**src/rtl/matpul_pkg.sv**
```systemverilog
// Shared definitions for the MAC datapath result path.
package matpul_pkg;

   // Width of the MAC adder-tree output
   localparam int SUM_W = 20;

   // Result writer job states
   typedef enum logic [1:0] {
      IDLE  = 2'd0,
      RUN   = 2'd1,
      DRAIN = 2'd2,
      DONE  = 2'd3
   } rw_state_t;

endpackage

```
**src/rtl/result_writer_fifo.sv**
```systemverilog
// rw_fifo: small synchronous FIFO buffering formatted sums ahead of the SRAM.
// A push into a full FIFO is accepted only when a pop happens on the same edge.
// The head is shown combinationally from storage; level reports occupancy.
module rw_fifo #(
   parameter int W     = 20,
   parameter int DEPTH = 4
) (
   input  logic                       clk,
   input  logic                       rst,
   input  logic                       push,
   input  logic                       pop,
   input  logic [W-1:0]               din,
   output logic [W-1:0]               dout,
   output logic                       full,
   output logic                       empty,
   output logic [$clog2(DEPTH):0]     level
);

   localparam int PW = $clog2(DEPTH);

   logic [W-1:0]  mem_r [DEPTH];
   logic [PW-1:0] rd_ptr_r;
   logic [PW-1:0] wr_ptr_r;
   logic [PW:0]   cnt_r;
   logic          do_push_s;
   logic          do_pop_s;

   assign full      = (cnt_r == (PW+1)'(DEPTH));
   assign empty     = (cnt_r == '0);
   assign level     = cnt_r;
   assign dout      = mem_r[rd_ptr_r];
   assign do_pop_s  = pop && !empty;
   assign do_push_s = push && (!full || do_pop_s);

   // Storage write; contents need no reset since occupancy gates every read
   always_ff @(posedge clk) begin
      if (do_push_s) begin
         mem_r[wr_ptr_r] <= din;
      end
   end

   // Pointer and occupancy bookkeeping
   always_ff @(posedge clk) begin
      if (rst) begin
         rd_ptr_r <= '0;
         wr_ptr_r <= '0;
         cnt_r    <= '0;
      end else begin
         if (do_push_s) begin
            wr_ptr_r <= wr_ptr_r + PW'(1);
         end
         if (do_pop_s) begin
            rd_ptr_r <= rd_ptr_r + PW'(1);
         end
         case ({do_push_s, do_pop_s})
            2'b10:   cnt_r <= cnt_r + (PW+1)'(1);
            2'b01:   cnt_r <= cnt_r - (PW+1)'(1);
            default: cnt_r <= cnt_r;
         endcase
      end
   end

endmodule

```
**src/rtl/result_writer.sv**
```systemverilog
// result_writer: drains MAC result sums into the result SRAM at consecutive
// addresses, absorbing SRAM backpressure in a small FIFO and pulsing done
// once N_RESULTS sums have been accepted and every buffered one written.
// Build option: define RW_SAT_EN to clamp oversized sums to the SRAM word
// maximum instead of truncating them.
module result_writer
#(
   parameter int N_RESULTS  = 9,
   parameter int FIFO_DEPTH = 4,
   parameter int ADDR_W     = 8,
   parameter int SUM_W      = matpul_pkg::SUM_W,
   parameter int OUT_W      = 20
) (
   input  logic              clk,
   input  logic              rst,
   input  logic              start,
   input  logic [ADDR_W-1:0] base_addr,
   input  logic              web_in,
   input  logic [SUM_W-1:0]  sum_in,
   input  logic              ram_ready,
   output logic              ram_we,
   output logic [ADDR_W-1:0] ram_addr,
   output logic [OUT_W-1:0]  ram_wdata,
   output logic              busy,
   output logic              done,
   output logic              overflow
);

   import matpul_pkg::*;

   localparam int CW = $clog2(N_RESULTS + 1);
   localparam int LW = $clog2(FIFO_DEPTH) + 1;
   localparam logic [CW-1:0]    LAST_ACC = CW'(N_RESULTS - 1);
   localparam logic [LW-1:0]    LVL_ONE  = LW'(1);
   localparam logic [SUM_W-1:0] OUT_MAX  = SUM_W'({OUT_W{1'b1}});

   rw_state_t         state_r;
   rw_state_t         state_nx;
   logic [CW-1:0]     acc_cnt_r;
   logic [ADDR_W-1:0] wr_cnt_r;
   logic [ADDR_W-1:0] base_r;
   logic [ADDR_W-1:0] hold_addr_r;
   logic [OUT_W-1:0]  hold_data_r;
   logic              overflow_r;
   logic              busy_r;
   logic              done_r;

   logic              push_s;
   logic              pop_s;
   logic              full_s;
   logic              empty_s;
   logic [LW-1:0]     level_s;
   logic [OUT_W-1:0]  fmt_s;
   logic [OUT_W-1:0]  head_s;
   logic [ADDR_W-1:0] live_addr_s;
   logic              start_acc_s;
   logic              accept_last_s;
   logic              last_write_s;

   // Reduce a raw sum to the SRAM word width
   function automatic logic [OUT_W-1:0] fmt_sum(input logic [SUM_W-1:0] s);
`ifdef RW_SAT_EN
      if (s > OUT_MAX) begin
         return OUT_MAX[OUT_W-1:0];
      end else begin
         return s[OUT_W-1:0];
      end
`else
      return s[OUT_W-1:0];
`endif
   endfunction

   assign fmt_s         = fmt_sum(sum_in);
   assign push_s        = (state_r == RUN) && web_in;
   assign pop_s         = !empty_s && ram_ready;
   assign start_acc_s   = (state_r == IDLE) && start;
   assign accept_last_s = push_s && (acc_cnt_r == LAST_ACC);
   assign last_write_s  = pop_s && (level_s == LVL_ONE);
   assign live_addr_s   = base_r + wr_cnt_r;

   rw_fifo #(
      .W     (OUT_W),
      .DEPTH (FIFO_DEPTH)
   ) u_fifo (
      .clk   (clk),
      .rst   (rst),
      .push  (push_s),
      .pop   (pop_s),
      .din   (fmt_s),
      .dout  (head_s),
      .full  (full_s),
      .empty (empty_s),
      .level (level_s)
   );

   // SRAM port: live head while data is buffered, last committed write otherwise
   assign ram_we    = !empty_s;
   assign ram_addr  = empty_s ? hold_addr_r : live_addr_s;
   assign ram_wdata = empty_s ? hold_data_r : head_s;
   assign busy      = busy_r;
   assign done      = done_r;
   assign overflow  = overflow_r;

   // Job sequencing: accept start, collect sums, drain the buffer, signal done
   always_comb begin
      state_nx = state_r;
      case (state_r)
         IDLE: begin
            if (start) state_nx = RUN;
            else       state_nx = IDLE;
         end
         RUN: begin
            if (accept_last_s) state_nx = DRAIN;
            else               state_nx = RUN;
         end
         DRAIN: begin
            if (last_write_s) state_nx = DONE;
            else              state_nx = DRAIN;
         end
         DONE:    state_nx = IDLE;
         default: state_nx = IDLE;
      endcase
   end

   // State, counters, held SRAM values and status flags
   always_ff @(posedge clk) begin
      if (rst) begin
         state_r     <= IDLE;
         acc_cnt_r   <= '0;
         wr_cnt_r    <= '0;
         base_r      <= '0;
         hold_addr_r <= '0;
         hold_data_r <= '0;
         overflow_r  <= 1'b0;
         busy_r      <= 1'b0;
         done_r      <= 1'b0;
      end else begin
         state_r <= state_nx;
         busy_r  <= (state_nx == RUN) || (state_nx == DRAIN);
         done_r  <= (state_nx == DONE);
         if (start_acc_s) begin
            base_r     <= base_addr;
            acc_cnt_r  <= '0;
            wr_cnt_r   <= '0;
            overflow_r <= 1'b0;
         end else begin
            if (push_s) begin
               acc_cnt_r <= acc_cnt_r + CW'(1);
            end
            if (pop_s) begin
               wr_cnt_r <= wr_cnt_r + ADDR_W'(1);
            end
            if (push_s && full_s && !pop_s) begin
               overflow_r <= 1'b1;
            end
         end
         if (pop_s) begin
            hold_addr_r <= live_addr_s;
            hold_data_r <= head_s;
         end
      end
   end

endmodule

```
**config.mk**
```make
export PLATFORM = sky130hd
export DESIGN_NAME = result_writer
export DESIGN_NICKNAME = d
export VERILOG_FILES = /design/src/rtl/matpul_pkg.sv /design/src/rtl/result_writer_fifo.sv /design/src/rtl/result_writer.sv
export SDC_FILE = /design/constraint.sdc
export NUM_CORES = 1
export LEC_CHECK = 0
export BUFFER_PORTS_ARGS = -buffer_cell sky130_fd_sc_hd__buf_4
export CAP_MARGIN = 20
export CORE_ASPECT_RATIO = 2
export CORE_MARGIN = 1.5
export CORE_UTILIZATION = 50
export DETAILED_ROUTE_END_ITERATION = 8
export PLACE_DENSITY_LB_ADDON = 0.25
export SLEW_MARGIN = 20
export SYNTH_ARGS = -nofsm -noshare
export SYNTH_HDL_FRONTEND = slang
export SYNTH_SLANG_ARGS = --single-unit
```
**constraint.sdc**
```tcl
create_clock -name clk -period 4.37 [get_ports clk]
set_clock_uncertainty 0.05 [all_clocks]
set_input_delay 0.874 -clock clk [delete_from_list [all_inputs] [get_ports clk]]
set_output_delay 0.874 -clock clk [all_outputs]
set_load 0.03 [all_outputs]
```
==> qor.csv <==
metric,value,unit
total CTS buffers,17,
first-pass GRT wire length,19900,um
routed via count,3995,
"Reg clk slew, reported paths",0.06,ns
Yosys Warn Count,0,
Avg Inst Size Synth,11.8,um2
CTS tree,yes,
f_max,293,MHz
DIE HEIGHT,158,um
Final Max Slew Viols,0,
Pleak,2.75,nW
register area share after synthesis,0.607,
r2r endpoint,u_fifo.level[2]$_SDFFE_PP0P_,
Layout Cells excl Fill,732,
largest net degree at the start of global routing,53,
maximum vdd drop,0.000447,V
# port buffers,64,
prevailing post-synth register cell,edfxtp_1,
GRT Overall Usage,0.216,
Antenna Nets Post-Route,0,
Rows,56,
DR iter-0 viols,176,
DR DRC count,0,
"Net count, final",629,
Worst EP arrival,2.49,ns
Sink Count,142,
Setup Buffers After CTS,0,
Setup CP Type,register to output pin,
syn nets,563,
Worst setup SP type,register,
worst min path class,register to register,
# resized after CTS,0,
R2R Path Start,u_fifo.level[0]$_SDFFE_PP0P_,
min Tclk post-route,3.41,ns
diodes inserted,0,
"Cell Area, Synth",6000,um2
unrepaired setup endpoints after global routing,no,
dpl hpwl,8020,um
antenna violations before repair,0,
Reg2Reg Depth,10,
#FFs+latches synth,142,
routed len/inst,17.1,um
crit-path max cell delay,0.40,ns
drt total wl,12500,um
Slew @ Worst Pin,1.04,ns
hold worst-path end,hold_addr_r[5]$_SDFFE_PP0N_,
pwr dens,627,nW/um2
crit path cell chain,ha_1 -> inv_1 -> fa_1 -> nor2b_1 -> o31a_1 -> o21ai_1 -> o311ai_0 -> buf_4,
"Async S/R FF share, synth",0,
Max-Cap Viols,0,
Starting Density,0.513,
CP endpoint kind,output pin,
hold path start,hold_addr_r[5]$_SDFFE_PP0N_,
"EDFF count, synth",80,
number of placed I/O pins,65,
Slew headroom,0.303,
total gr overflow,0,
H-tree levels,4,
Final Hold Violating Endpoints,0,
CP max stage cell,fa_1,
CTS Buffer Depth,2,
period utilization,0.781,
Horiz. Die Dim,80.5,um
routability cong.,0.806,
Avg Vias per Cell,5.46,
Root Driver,clkbuf_16,
dpl cells,701,
Filler cells,918,
Final setup viols,0,
Post-Syn Instances,509,
Worst EP required,3.45,ns
Area Growth Syn to Fin,20.2,%
status,finished clean,
worst skew pair latency,0.42,ns
hold depth,2,
CP max FO,4,
drt first pass iters,4,
number of global-route vias before repair,4131,
CTS Hold Buffers Added,0,
setup TNS,0,ns
Core Area,11700,um2
internal reg-to-reg setup slack,1.42,ns
Die ar.,12700,um2
layout cell share with drive strength beyond 1,0.225,
post-synth cell types,50,
==> report_power, final <==
part           switching (mW)  internal, mW  total (mW)  leakage [nW]
clock network           0.570         0.907        1.48         0.297
logic                   0.950         0.514        1.46          1.22
registers              0.0663          1.52        1.58          1.23
total                    1.59          2.94        4.52          2.75
==> synth_stat cells, types with 4 or more instances <==
cell        n  share of area
xor2_1     11          0.016
mux4_2     20          0.075
mux2i_1    10          0.017
buf_2       6         0.0050
or3_1       4         0.0042
dfxtp_1    62           0.21
edfxtp_1   80           0.40
o21ai_0     6         0.0050
and2_1      4         0.0042
nor2b_1     5         0.0052
ha_1       20          0.042
a21oi_1    38          0.032
nor2_1     36          0.023
clkbuf_1    9         0.0056
xnor2_1     7          0.010
buf_1       6         0.0038
nand2_1   131          0.082
inv_1      10         0.0063
==> metal layers <==
metal	share of wire	wire, um	track usage	vias up
met5	0	0	0	-
met4	0.029	359	0.116	0
met3	0.044	552	0.0461	28
met2	0.59	7340	0.411	108
met1	0.34	4250	0.206	1953
li1	-	-	-	1906
==> worst max path at each step <==
stage | start | end | slack [ns] | depth (start not counted)
2_1_floorplan | wr_cnt_r[0]$_SDFFE_PP0N_ | ram_addr[6] | 0.94 | 7
6_report | wr_cnt_r[0]$_SDFFE_PP0N_ | ram_addr[6] | 0.96 | 8
4_1_cts | wr_cnt_r[0]$_SDFFE_PP0N_ | ram_addr[6] | 0.94 | 8
3_5_place_dp | wr_cnt_r[0]$_SDFFE_PP0N_ | ram_addr[6] | 1.40 | 8
5_1_grt | wr_cnt_r[0]$_SDFFE_PP0N_ | ram_addr[6] | 0.80 | 8
3_3_place_gp | wr_cnt_r[0]$_SDFFE_PP0N_ | ram_addr[6] | 1.52 | 8
==> kinds of logic after synthesis <==
family          count (synthesis)  synth area share
simple gates                  202             0.144
flops                         142             0.607
compound gates                 59            0.0584
buf+inv                        37            0.0269
mux                            30            0.0918
fa+ha+maj                      21            0.0450
xor+xnor                       18            0.0263
==> area by class of cell <==
class | count | area [um2] | area share
timing repair buffer | 72 | 541 | 0.0749
clock buffer | 17 | 425 | 0.0590
tap | 145 | 181 | 0.0252
clock inverter | 14 | 180 | 0.0250
multi-input combinational | 330 | 2190 | 0.304
inverter | 12 | 47.5 | 0.00659
sequential | 142 | 3640 | 0.505
==> worst max-delay path: cells and delay by family, from the launching register on <==
family          cells  cell delay, ns
buf+inv             2            0.30
simple gates        1            0.15
fa+ha+maj           2            0.60
flops               1            0.39
compound gates      3            0.63
==> metrics by stage <==
| step | util | setup slack [ns] | power, mW | cell area (um2) | hold WS, ns |
|---|---|---|---|---|---|
| after global placement | 0.565 | 1.52 | 3.04 | 6610 | 0.392 |
| final | 0.616 | 0.959 | 4.52 | 7210 | 0.407 |
| after global routing | 0.616 | 0.800 | 4.74 | 7210 | 0.427 |
| after CTS | 0.616 | 0.942 | 4.57 | 7210 | 0.408 |
| after floorplan | - | 0.938 | 2.60 | 6000 | 0.387 |
| after detailed placement | 0.565 | 1.40 | 3.08 | 6610 | 0.399 |
==> layout by cell type (no fill, tap or decap), types with 2 or more instances in the layout <==
master	synthesis	final
nand4_1	3	3
or3_1	4	4
nand2b_1	2	2
a21oi_1	38	38
mux2i_1	10	10
bufinv_16	0	3
nor3b_1	2	2
and2_1	4	4
and3_1	2	2
and3b_1	2	2
o31ai_1	2	2
inv_6	0	6
clkbuf_16	0	17
o21a_1	2	2
o21ai_1	2	2
mux4_2	20	20
o21ai_0	6	6
inv_1	10	10
clkinv_2	0	2
xnor2_1	7	7
edfxtp_1	80	80
nor2b_1	5	5
nand2_1	131	131
ha_1	20	20
xor2_1	11	11
nor2_1	36	36
a211oi_1	2	2
dfxtp_1	62	62
buf_4	3	72
==> state kept, by name, indices dropped and copies added, names as in the netlist, named ones only <==
| signal | flops |
|---|---|
| state_r | 2 |
| done | 1 |
| hold_addr_r | 8 |
| hold_data_r | 20 |
| overflow | 1 |
| u_fifo.level | 3 |
| u_fifo.mem_r | 80 |
| acc_cnt_r | 4 |
| base_r | 8 |
| busy | 1 |
| u_fifo.rd_ptr_r | 2 |
| wr_cnt_r | 8 |
| u_fifo.wr_ptr_r | 2 |
Note: power is estimated with default switching activity, not from simulation.
